File: src/rtl/cm82a_digit_serial_adder_if.sv
// ---------------------------------------------------------------------------
// cm82a_digit_serial_adder_if
// Bundle of the operand-in and result-out handshakes for the digit-serial
// cm82a adder.
//   DIGITS     : number of 2-bit digits per operand (W = 2*DIGITS)
//   in_valid   : operand word offered          (producer -> adder)
//   in_ready   : adder can accept a word        (adder -> producer)
//   in_a/in_b  : W-bit operands, in_cin carry-in for digit 0
//   out_valid  : result held on out_sum/out_cout (adder -> consumer)
//   out_ready  : consumer accepts the result    (consumer -> adder)
// Modports: slave = adder side, master = producer/consumer side.
// ---------------------------------------------------------------------------
interface cm82a_digit_serial_adder_if #(
  parameter int DIGITS = 4
) ();
  localparam int W = 2 * DIGITS;

  logic         in_valid;
  logic         in_ready;
  logic [W-1:0] in_a;
  logic [W-1:0] in_b;
  logic         in_cin;
  logic         out_valid;
  logic         out_ready;
  logic [W-1:0] out_sum;
  logic         out_cout;

  modport slave (
    input  in_valid, in_a, in_b, in_cin, out_ready,
    output in_ready, out_valid, out_sum, out_cout
  );

  modport master (
    output in_valid, in_a, in_b, in_cin, out_ready,
    input  in_ready, out_valid, out_sum, out_cout
  );
endinterface

File: src/rtl/cm82a_digit_serial_adder.sv
// ---------------------------------------------------------------------------
// cm82a_digit_serial_adder
// Word-width adder built by iterating the cm82a 2-bit full-adder slice over
// one digit per cycle, LSB digit first, with the slice carry-out registered
// and fed back as the next digit's carry-in.
//
// Ports:
//   clk       : clock, rising edge
//   rst       : asynchronous active-high reset
//   bus       : cm82a_digit_serial_adder_if.slave (operand in / result out)
//   dbg_state : current FSM state (0=IDLE, 1=RUN, 2=DONE)
//
// Handshake: a transfer happens on a rising edge where valid and ready are
// both high. in_ready is high only in IDLE (and low while rst is high);
// out_valid is high only in DONE, and out_sum/out_cout are held stable
// until out_ready is sampled high.
//
// Optional feature macro CM82A_SATURATE_EN: when defined, a result with a
// final carry of 1 reads out_sum as all ones (out_cout still 1). The internal
// result register keeps the wrapped sum either way.
// ---------------------------------------------------------------------------
module cm82a_digit_serial_adder #(
  parameter int DIGITS = 4
) (
  input  logic                           clk,
  input  logic                           rst,
  cm82a_digit_serial_adder_if.slave      bus,
  output logic [1:0]                     dbg_state
);
  localparam int W  = 2 * DIGITS;
  localparam int CW = (DIGITS > 1) ? $clog2(DIGITS) : 1;

  typedef enum logic [1:0] {
    IDLE = 2'd0,
    RUN  = 2'd1,
    DONE = 2'd2
  } state_t;

  state_t        state_q, state_d;
  logic [W-1:0]  a_q, a_d;
  logic [W-1:0]  b_q, b_d;
  logic [W-1:0]  result_q, result_d;
  logic          carry_q, carry_d;
  logic [CW-1:0] cnt_q, cnt_d;

  // Bit offset of the current digit (2*counter).
  logic [CW:0]   base;
  logic          a0, a1, b0, b1;
  logic          c1, s0, s1, co;
  logic          last_digit;

  // cm82a slice applied to the digit selected by the counter.
  always_comb begin
    base       = {cnt_q, 1'b0};
    {a1, a0}   = a_q[base +: 2];
    {b1, b0}   = b_q[base +: 2];
    s0         = a0 ^ b0 ^ carry_q;
    c1         = (a0 & b0) | (a0 & carry_q) | (b0 & carry_q);
    s1         = a1 ^ b1 ^ c1;
    co         = (a1 & b1) | (a1 & c1) | (b1 & c1);
    last_digit = (cnt_q == CW'(DIGITS - 1));
  end

  always_comb begin
    state_d  = state_q;
    a_d      = a_q;
    b_d      = b_q;
    result_d = result_q;
    carry_d  = carry_q;
    cnt_d    = cnt_q;
    case (state_q)
      IDLE: begin
        if (bus.in_valid) begin
          a_d      = bus.in_a;
          b_d      = bus.in_b;
          carry_d  = bus.in_cin;
          cnt_d    = '0;
          result_d = '0;
          state_d  = RUN;
        end
      end
      RUN: begin
        result_d[base +: 2] = {s1, s0};
        carry_d             = co;
        // Counter holds at the last digit instead of wrapping.
        if (last_digit) begin
          state_d = DONE;
        end else begin
          cnt_d = cnt_q + 1'b1;
        end
      end
      DONE: begin
        if (bus.out_ready) begin
          state_d = IDLE;
        end
      end
      default: state_d = IDLE;
    endcase
  end

  always_ff @(posedge clk or posedge rst) begin
    if (rst) begin
      state_q  <= IDLE;
      a_q      <= '0;
      b_q      <= '0;
      result_q <= '0;
      carry_q  <= 1'b0;
      cnt_q    <= '0;
    end else begin
      state_q  <= state_d;
      a_q      <= a_d;
      b_q      <= b_d;
      result_q <= result_d;
      carry_q  <= carry_d;
      cnt_q    <= cnt_d;
    end
  end

  // Outputs are gated by DONE so partial results never leak onto the bus.
  always_comb begin
    bus.in_ready  = (state_q == IDLE) && !rst;
    bus.out_valid = (state_q == DONE);
    bus.out_cout  = (state_q == DONE) && carry_q;
`ifdef CM82A_SATURATE_EN
    if (state_q != DONE) begin
      bus.out_sum = '0;
    end else if (carry_q) begin
      bus.out_sum = '1;
    end else begin
      bus.out_sum = result_q;
    end
`else
    bus.out_sum = (state_q == DONE) ? result_q : '0;
`endif
    dbg_state = state_q;
  end

endmodule

File: src/flat_wrapper.sv
// flat-port wrapper written by rule: the top's interface ports become plain ports
module cm82a_digit_serial_adder_flat 
#(
  parameter int DIGITS = 4
)
  (clk, rst, dbg_state, bus_in_valid, bus_in_a, bus_in_b, bus_in_cin, bus_out_ready, bus_in_ready, bus_out_valid, bus_out_sum, bus_out_cout);
  cm82a_digit_serial_adder_if #(.DIGITS(DIGITS)) bus_i ();
  input  logic clk;
  input  logic rst;
  output logic [1:0] dbg_state;
  input wire logic [$bits(bus_i.in_valid)-1:0] bus_in_valid;
  input wire logic [$bits(bus_i.in_a)-1:0] bus_in_a;
  input wire logic [$bits(bus_i.in_b)-1:0] bus_in_b;
  input wire logic [$bits(bus_i.in_cin)-1:0] bus_in_cin;
  input wire logic [$bits(bus_i.out_ready)-1:0] bus_out_ready;
  output wire logic [$bits(bus_i.in_ready)-1:0] bus_in_ready;
  output wire logic [$bits(bus_i.out_valid)-1:0] bus_out_valid;
  output wire logic [$bits(bus_i.out_sum)-1:0] bus_out_sum;
  output wire logic [$bits(bus_i.out_cout)-1:0] bus_out_cout;
  assign bus_i.in_valid = bus_in_valid;
  assign bus_i.in_a = bus_in_a;
  assign bus_i.in_b = bus_in_b;
  assign bus_i.in_cin = bus_in_cin;
  assign bus_i.out_ready = bus_out_ready;
  assign bus_in_ready = bus_i.in_ready;
  assign bus_out_valid = bus_i.out_valid;
  assign bus_out_sum = bus_i.out_sum;
  assign bus_out_cout = bus_i.out_cout;
  cm82a_digit_serial_adder #(.DIGITS(DIGITS)) u_core (.clk(clk), .rst(rst), .bus(bus_i), .dbg_state(dbg_state));
endmodule
File: config.mk
export PLATFORM = sky130hd
export DESIGN_NAME = cm82a_digit_serial_adder_flat
export DESIGN_NICKNAME = d
export VERILOG_FILES = /design/src/rtl/cm82a_digit_serial_adder_if.sv /design/src/rtl/cm82a_digit_serial_adder.sv /design/src/flat_wrapper.sv
export SDC_FILE = /design/constraint.sdc
export NUM_CORES = 1
export LEC_CHECK = 0
export ABC_AREA = 0
export CORE_ASPECT_RATIO = 1.75
export CORE_MARGIN = 4
export CORE_UTILIZATION = 44
export DETAILED_ROUTE_END_ITERATION = 10
export PLACE_DENSITY = 0.74
export SLEW_MARGIN = 40
export SYNTH_ARGS = -nofsm -noshare
export SYNTH_HDL_FRONTEND = slang
export SYNTH_SLANG_ARGS = --single-unit
File: constraint.sdc
create_clock -name clk -period 2.24 [get_ports clk]
set_clock_uncertainty 0.1 [all_clocks]
set_input_delay 0.672 -clock clk [delete_from_list [all_inputs] [get_ports clk]]
set_output_delay 0.672 -clock clk [all_outputs]
set_load 0.03 [all_outputs]
---- Yosys cells after proc, flatten, opt, wreduce, memory -nomap -nowiden ----
Cells that the tools add are included.
cells by class
  eq/ne operators ......................... 7
  shift-type cells ........................ 4
  add/subtract/negate cells ............... 2
  reduce and logical (&&, ||, !) cells .... 9
  bitwise gates (word level) .............. 14
  mux-type cells .......................... 13
operators with widths
  cell                                                   number
  2-to-1 mux 8 bit                                       2
  one-hot mux 8 bit (2 select lines)                     1
  variable part select 8 x 4 -> 2 bit                    2
  2-to-1 mux 2 bit                                       5
  bitwise mux 8 bit                                      1
  variable shift 2 x 5 -> 8 bit, first input constant    1
  variable part select 2 x 5 -> 8 bit                    1
  AND 1 bit                                              6
  inequality test 2 bit, second input constant           3
  one-hot mux 2 bit (3 select lines)                     1
  AND reduction 3 bit                                    2
  negator 3 -> 5 bit                                     1
  equality test 2 bit, second input constant             2
  bitwise OR 1 bit                                       4
  one-hot mux 2 bit (2 select lines)                     1
  AND reduction 2 bit                                    2
  XOR 1 bit                                              4
  adder 2 x 1 -> 2 bit, second input constant            1
  equality test 2 x 1 -> 1 bit, second input constant    1
  logical AND 1 bit                                      2
  zero test 2 bit                                        1
  inequality test 2 x 1 -> 1 bit, second input constant  1
  one-hot mux 1 bit (2 select lines)                     1
  nonzero test 2 bit                                     1
  other kinds (2)                                        2
storage, ports and cells
  output and inout port bits .............. 13
  word-level logic and storage cells ...... 55
  bits in registers ....................... 29

---- Longest topological paths before layout ----
Gate-level depths: netlist of the first run.
  depth in word-level cells ............... 8
  depth in mapped cells ................... 6

---- Worst setup path before layout of the first run ----
OpenSTA, ideal clock, no wires.
  path kind ............................... reg-to-reg
  start ................................... register u_core.cnt_q[0]
  end ..................................... register u_core.result_q[1]
  period minus slack after synthesis ...... 2436 ps
  arrival ................................. 2214 ps
  setup slack ............................. -196 ps
  stages on the path, launching flop included .. 6
  cells stage by stage .................... dfrtp_1 buf_2 mux4_2 fa_1 fa_1 a32o_1
on the way
  cells in the longest elaborated chain, start to end .. 8
  elaborated cells on any way between the ends .. 16
  those cells by class .................... 1 x add/sub; 4 x shift; 2 x mux; 9 x bitwise
RTL lines
  item                                                           RTL line                                                        text
  from (decl)                                                    cm82a_digit_serial_adder.sv:44                                  logic [CW-1:0] cnt_q, cnt_d;
  from (signal assigned)                                         cm82a_digit_serial_adder.sv:115                                 cnt_q <= cnt_d;
  variable part select 8 x 4 -> 2 bit, on equally long branches  cm82a_digit_serial_adder.sv:55, cm82a_digit_serial_adder.sv:56
  AND 1 bit                                                      cm82a_digit_serial_adder.sv:58                                  c1 = (a0 & b0) | (a0 & carry_q) | (b0 & carry_q);
  bitwise OR 1 bit (2 in series)                                 cm82a_digit_serial_adder.sv:58
  XOR 1 bit                                                      cm82a_digit_serial_adder.sv:59                                  s1 = a1 ^ b1 ^ c1;
  variable part select 2 x 5 -> 8 bit                            cm82a_digit_serial_adder.sv:83                                  result_d[base +: 2] = {s1, s0};
  bitwise mux 8 bit (*)                                          cm82a_digit_serial_adder.sv:83
  one-hot mux 8 bit (2 select lines) (*)                         cm82a_digit_serial_adder.sv:71                                  case (state_q)
  to (signal assigned)                                           cm82a_digit_serial_adder.sv:113                                 result_q <= result_d;
  to (decl)                                                      cm82a_digit_serial_adder.sv:42                                  logic [W-1:0] result_q, result_d;
Mark *: on every way between the ends. The rest lies on a longest branch, timed or not.
A chain may end at the register's enable or synchronous reset.

---- Final worst setup path of the first run ----
Same ends and word-level chain as after synthesis.

==> metrics.csv, run 1 <==
stage,metric,value,unit
timing,finalSetupViolCount,1,
clocking,ctsResizeCount,0,
floorplan,std_cell_rows,27,
route,wl,3090,um
yosys,synth_area,1490,sq um
setup_path,cp-start-kind,flip-flop,
run_status,status,"finished, violations left",
floorplan,io_pins,34,
layout,nets,185,
clocking,clk_pin_slew,0.06,ns
clocking,h-tree-depth,2,
setup_path,arrival,2.31,ns
timing,relSlewSlack,68.2,%
timing,finalCriticalPeriod,2.25,ns
yosys,ys_warn_count,0,
grt,antenna_found_initial,0,
floorplan,dieHeight,84.9,um
setup_path,reg2reg_depth,4,
place,detailed_place.area,1890,sq um
timing,slew_violations,0,
place,dp_hpwl,2420,um
timing,worst_slack,-0.00512,ns
grt,grt_max_degree,30,
place,pre_cts_ws,-0.0543,ns
setup_path,r2r_setup_slack,-0.005,ns
route,wl_met3,169,um
clocking,cts_max_path_buffers,2,
timing,finalHoldViolations,0,
grt,grt_pass1_vias,1183,
layout,syn2layout_area_growth,35.9,%
floorplan,core_area,3210,sq um
yosys,yosys.area.top_type_share,48.8,%
clocking,cts_tree,yes,
layout,fin_cells,202,
layout,antenna_cells,0,
yosys,synth_cell_type_count,29,
clocking,cts_root_buf,clkbuf_8,
place,port_buffers,33,
power,p_total,2.92,mW
clocking,postCtsHoldBufs,0,
route,drt_iter0_drc,20,
yosys,synth.net_count,143,
setup_path,crit_type,reg2reg,
place,finalWeightedCongestion,0.793,
clocking,cts_buffers,5,
yosys,synth_edf_count,0,
floorplan,die-width,52.0,um
clocking,postCtsSetupBuffers,0,
yosys,yosysSeqAreaShare,48.8,%
yosys,syn_avg_cell_area,12.8,sq um
yosys,ys_async_sr_fraction,100,%
setup_path,crit_fanout,4,
setup_path,r2r_start,u_core.cnt_q[0],
route,wl_met1,1090,um
setup_path,rr_endpoint,u_core.result_q[1],
grt,grt_use_total,15.9,%
timing,worstMarginPinSlew,0.470,ns
route,detail-route-antenna-nets,0,
yosys,yosysTopAreaCell,dfrtp_1,
layout,fin_area,2020,sq um
job,cap_violations,0,
timing,fin_crit_sh,100,%
route,routed-wl-met2,1780,um
setup_path,startpoint,u_core.cnt_q[0],
grt,gr-total-overflow,0,
setup_path,setup.worst_path.end_class,flip-flop,
timing,fin_setup_tns,-0.00512,ns
route,via_per_inst,5.18,
place,dp_cells,194,
yosys,synthTopCellsByArea,"dfrtp_1 (49%), mux2_2 (12%), mux4_2 (6.1%)",
route,highest_layer,met4,
setup_path,cp.required,2.31,ns
yosys,yosys_most_used_dff,dfrtp_1,
clocking,clock_latency,0.28,ns
grt,grt_pass1_wl,5280,um
yosys,syn-instance-count,116,
power,p_per_area,1450,nW/um^2
power,vdd_drop_max,0.000941,V
timing,max_freq,445,MHz
floorplan,initial_core_util,46.4,%
power,p_leak,0.904,nW
clocking,numClockSinks,29,
worst_hold_path,hold_class,reg2reg,
timing,rsz0062_at_grt,true,
run_status,violations,setup timing,
route,routedWlPerCell,15.3,um
route,drt-pass1-iter-count,2,
yosys,synth-seq-cells,29,
layout,drive_above_1_share,31.4,%
floorplan,dieArea,4410,sq um
route,dr_total_vias,1046,
route,drc,0,
setup_path,endpoint,u_core.result_q[1],
-- Yosys cell counts, types with 3 or more instances --
master     n
a22o_1     9
nand2_1    6
nand2b_1   3
ha_1       4
inv_1      4
mux2_2    16
a21o_1     3
buf_2      3
mux4_2     4
a21oi_1    3
and2_1    10
dfrtp_1   29
-- worst min-delay path by stage --
stage	startpoint	endpoint	depth (start not counted)
2_1_floorplan	u_core.result_q[0]	u_core.result_q[0]	1
3_3_place_gp	u_core.result_q[1]	u_core.result_q[1]	1
3_5_place_dp	u_core.result_q[7]	u_core.result_q[7]	1
4_1_cts	u_core.result_q[7]	u_core.result_q[7]	1
5_1_grt	u_core.result_q[7]	u_core.result_q[7]	1
6_report	u_core.result_q[7]	u_core.result_q[7]	1
-- layout make-up --
type | instances | area (sq um)
Clock inverter | 3 | 65.1
Tap cell | 43 | 53.8
Sequential cell | 29 | 726
Fill cell | 246 | 1190
Multi-Input combinational cell | 77 | 718
Timing Repair Buffer | 41 | 375
Inverter | 4 | 15.0
Clock buffer | 5 | 68.8
-- metal layers --
metal	track usage, %	vias up
li1	-	498
met1	16.1	511
met2	29.3	28
met3	4.57	9
met4	5.73	0
met5	0	-
-- worst max-delay path, stage by stage (launching register included) --
cell	delay, ns
dfrtp_1	0.42
mux4_2	0.54
fa_2	0.37
fa_2	0.47
a32o_1	0.24
-- cell families after synthesis --
logic type / after synthesis / share of synthesized area [%]
AND/OR/NAND/NOR: 31 / 13.0
AO/OA/AOI/OAI: 20 / 10.7
adder cells (fa/ha/maj): 6 / 6.06
buffers and inverters: 10 / 3.28
flip-flops: 29 / 48.8
multiplexers: 20 / 18.2
-- state kept, by name, indices dropped and copies added, names as in the netlist --
name,flops
u_core.b_q,8
u_core.a_q,8
u_core.dbg_state,2
u_core.carry_q,1
u_core.cnt_q,2
u_core.result_q,8
-- metrics by stage --
stage,hold WS [ns],util [%]
3_5_place_dp,0.387,58.8
4_1_cts,0.400,63.0
5_1_grt,0.418,63.0
6_report,0.395,63.0
3_3_place_gp,0.374,58.8
2_1_floorplan,0.358,-
-- report_power, final --
group	leakage, nW	internal, mW	switching, mW	total (mW)
clock network	0.0681	0.441	0.199	0.640
logic	0.475	0.734	0.657	1.39
registers	0.360	0.755	0.139	0.894
total	0.904	1.93	0.994	2.92
-- cells in the final DEF (no fill, tap or decap), types with 4 or more instances in the layout --
master,synthesis,layout
buf_4,0,18
ha_1,4,4
clkdlybuf4s50_1,0,22
and2_1,10,10
nand2_1,6,6
inv_1,4,4
a22o_1,9,9
clkbuf_8,0,5
mux2_2,16,16
dfrtp_1,29,29
mux4_2,4,4
(Power assumes the default switching activity.)
==> inputs of run 2 (changes only) <==
- CAP_MARGIN: default -> 5
- SKIP_LAST_GASP: default -> 1
==> results of run 2 <==
The final DEF is identical to that of run 1; final timing and power are the same.
==> inputs of run 3 (changes only) <==
- CELL_PAD_IN_SITES_DETAIL_PLACEMENT: default -> 1
- CELL_PAD_IN_SITES_GLOBAL_PLACEMENT: default -> 1
- CORE_UTILIZATION: 44 -> 35
- PLACE_DENSITY: 0.74 -> default
- PLACE_DENSITY_LB_ADDON: default -> 0.1
- clock period: 2.24 -> 1.85 ns (I/O delays scaled with it)
==> run 3 against run 2 <==
- the flow still finishes with violations (setup timing)
- register-to-register slack got worse by 0.34 ns
- critical path depth stayed put
- non-clock buffer count increased by 11
- first-iteration DRC count is 45% lower
- sequential share of layout area is 3.1 points lower
- fmax rose by 2.1%
- worst hold slack lost 0.0037 ns
- critical path type unchanged
==> metrics.csv, run 3 (same netlist as run 1, synthesis figures left out) <==
stage,metric,value,unit,change
place,dp_hpwl,2810,um,was 2420 um
layout,reg.largest.list,"u_core.a_q: 8 flops, u_core.b_q: 8 flops, u_core.result_q: 8 flops",,unchanged
layout,syn2layout_area_growth,49.7,%,was 35.9%
setup_path,r2r_setup_slack,-0.35,ns,was -0.005 ns
setup_path,cp_slowest_cell,mux4_2,,unchanged
grt,antenna_found_initial,0,,unchanged
place,port_buffers,33,,unchanged
route,drt_iter0_drc,11,,was 20
route,via_per_inst,5.08,,was 5.18
timing,fin_crit_sh,119,%,was 100%
route,dr_total_vias,1118,,"was 1,046"
layout,nets,197,,was 185
floorplan,initial_core_util,36.2,%,was 46.4%
layout,final_cell_mix,"dfrtp_1 (26), clkdlybuf4s50_1 (19), mux2_2 (16), buf_4 (16), buf_6 (12)",,"was dfrtp_1 (29), clkdlybuf4s50_1 (22), buf_4 (18)"
clocking,h-tree-depth,2,,unchanged
clocking,numClockSinks,29,,unchanged
clocking,clk_pin_slew,0.07,ns,was 0.06 ns
run_status,violations,setup timing,,unchanged
setup_path,critPathMaxStageDelay,0.52,ns,was 0.54 ns
timing,max_freq,455,MHz,was 445 MHz
layout,layout_commonest_cell,dfrtp_1,,unchanged
clocking,cts_tree,yes,,unchanged
floorplan,io_pins,34,,unchanged
floorplan,dieHeight,94.2,um,was 84.9 um
setup_path,setup.worst_path.end_class,flip-flop,,unchanged
power,p_leak,0.980,nW,was 0.904 nW
floorplan,dieArea,5400,sq um,was 4410 sq um
setup_path,cp.required,1.92,ns,was 2.31 ns
grt,grt_max_degree,30,,unchanged
route,drc,0,,unchanged
job,cap_violations,0,,unchanged
route,detail-route-antenna-nets,0,,unchanged
timing,rsz0062_at_grt,true,,unchanged
layout,antenna_cells,0,,unchanged
clocking,cts_max_path_buffers,2,,unchanged
grt,grt_pass1_vias,1269,,"was 1,183"
place,finalWeightedCongestion,0.820,,was 0.793
layout,fin_area,2230,sq um,was 2020 sq um
floorplan,std_cell_rows,31,,was 27
timing,relSlewSlack,82.6,%,was 68.2%
worst_hold_path,hold_class,in2async,,was reg2reg
floorplan,die-width,57.3,um,was 52.0 um
setup_path,rr_endpoint,u_core.result_q[1],,unchanged
setup_path,r2r_start,u_core.cnt_q[0],,unchanged
power,vdd_drop_max,0.000946,V,was 0.000941 V
timing,worstMarginPinSlew,0.260,ns,was 0.470 ns
route,routedWlPerCell,16.9,um,was 15.3 um
setup_path,reg2reg_depth,4,,unchanged
clocking,cts_buffers,5,,unchanged
run_status,status,"finished, violations left",,unchanged
grt,grt_use_total,15.4,%,was 15.9%
setup_path,cp-start-kind,flip-flop,,unchanged
timing,finalSetupViolCount,17,,was 1
grt,gr-total-overflow,0,,unchanged
setup_path,crit_type,reg2reg,,unchanged
setup_path,crit_chain,mux4_2 > fa_2 > fa_2 > a32o_1,,unchanged
grt,grt_pass1_wl,6220,um,was 5280 um
setup_path,arrival,2.27,ns,was 2.31 ns
timing,finalCriticalPeriod,2.20,ns,was 2.25 ns
clocking,clock_latency,0.28,ns,about the same
layout,drive_above_1_share,47.4,%,was 31.4%
layout,fin_cells,220,,was 202
setup_path,crit_fanout,4,,unchanged
setup_path,crit_top_cell,fa_2,,unchanged
floorplan,core_area,4110,sq um,was 3210 sq um
route,wl,3710,um,was 3090 um
timing,finalHoldViolations,0,,unchanged
place,dp_cells,208,,was 194
power,p_per_area,1640,nW/um^2,was 1450 nW/um^2
clocking,postCtsHoldBufs,0,,unchanged
timing,worst_slack,-0.349,ns,was -0.00512 ns
route,drt-pass1-iter-count,4,,was 2
clocking,cts_root_buf,clkbuf_8,,unchanged
place,detailed_place.area,1990,sq um,was 1890 sq um
layout,fillers,425,,was 246
place,pre_cts_ws,-0.426,ns,was -0.0543 ns
timing,slew_violations,0,,unchanged
-- run 3: cell count changes in the layout (fill, tap and decap cells not counted), sizes merged --
cell,before,now
clkinvlp,0,1
buf,19,32
clkinv,1,2
dlygate4sd2,0,1
clkdlybuf4s50,22,19
nor2b,1,2
bufinv,2,0
-- run 3: worst max path at each step --
stage	cells after the start	start	endpoint	slack (ns)
finish	4	u_core.cnt_q[0]	u_core.result_q[1]	-0.35
global placement	4	u_core.cnt_q[0]	u_core.result_q[1]	-0.39
floorplan	5	u_core.cnt_q[0]	u_core.result_q[1]	-0.46
global route	4	u_core.cnt_q[0]	u_core.result_q[5]	-0.42
detailed placement	4	u_core.cnt_q[0]	u_core.result_q[1]	-0.43
CTS	4	u_core.cnt_q[0]	u_core.result_q[1]	-0.40
-- run 3: timing repair --
action	4_1_cts	5_1_grt
pin swaps	2	2
cloned	1	0
buffers inserted	4	0
setup endpoints to repair	19	21
resized for setup	30	7
-- run 3: power breakdown --
group          switching [mW]  internal, mW
clock network           0.251         0.259
registers               0.185         0.920
logic                   0.905          1.13
total                    1.34          2.31
-- run 3: final cells by class --
class	instances	area, sq um	area share [%]
Clock buffer	5	68.8	3.09
Clock inverter	3	17.5	0.787
Inverter	4	15.0	0.674
Multi-Input combinational cell	78	806	36.2
Sequential cell	29	729	32.8
Tap cell	49	61.3	2.75
Timing Repair Buffer	52	529	23.8
-- run 3: per-layer routing --
metal | routed length, um | global-route usage, %
met3 | 137 | 3.16
met2 | 2240 | 29.4
met4 | 80 | 7.74
met5 | 0 | 0
met1 | 1260 | 15.1
-- run 3: critical path, delay by kind of cell (launching register included) --
family / cells / cell delay, ns
compound gates: 1 / 0.24
flops: 1 / 0.39
fa+ha+maj: 2 / 0.84
mux: 1 / 0.52
-- run 3: through the flow --
step	total power, mW	hold WS [ns]	util [%]	TNS [ns]
global route	3.92	0.416	54.2	-3.41
global placement	2.91	0.377	48.3	-4.52
finish	3.65	0.392	54.2	-2.00
CTS	3.68	0.395	53.7	-2.66
detailed placement	2.97	0.387	48.3	-5.02
floorplan	2.34	0.358	-	-2.43
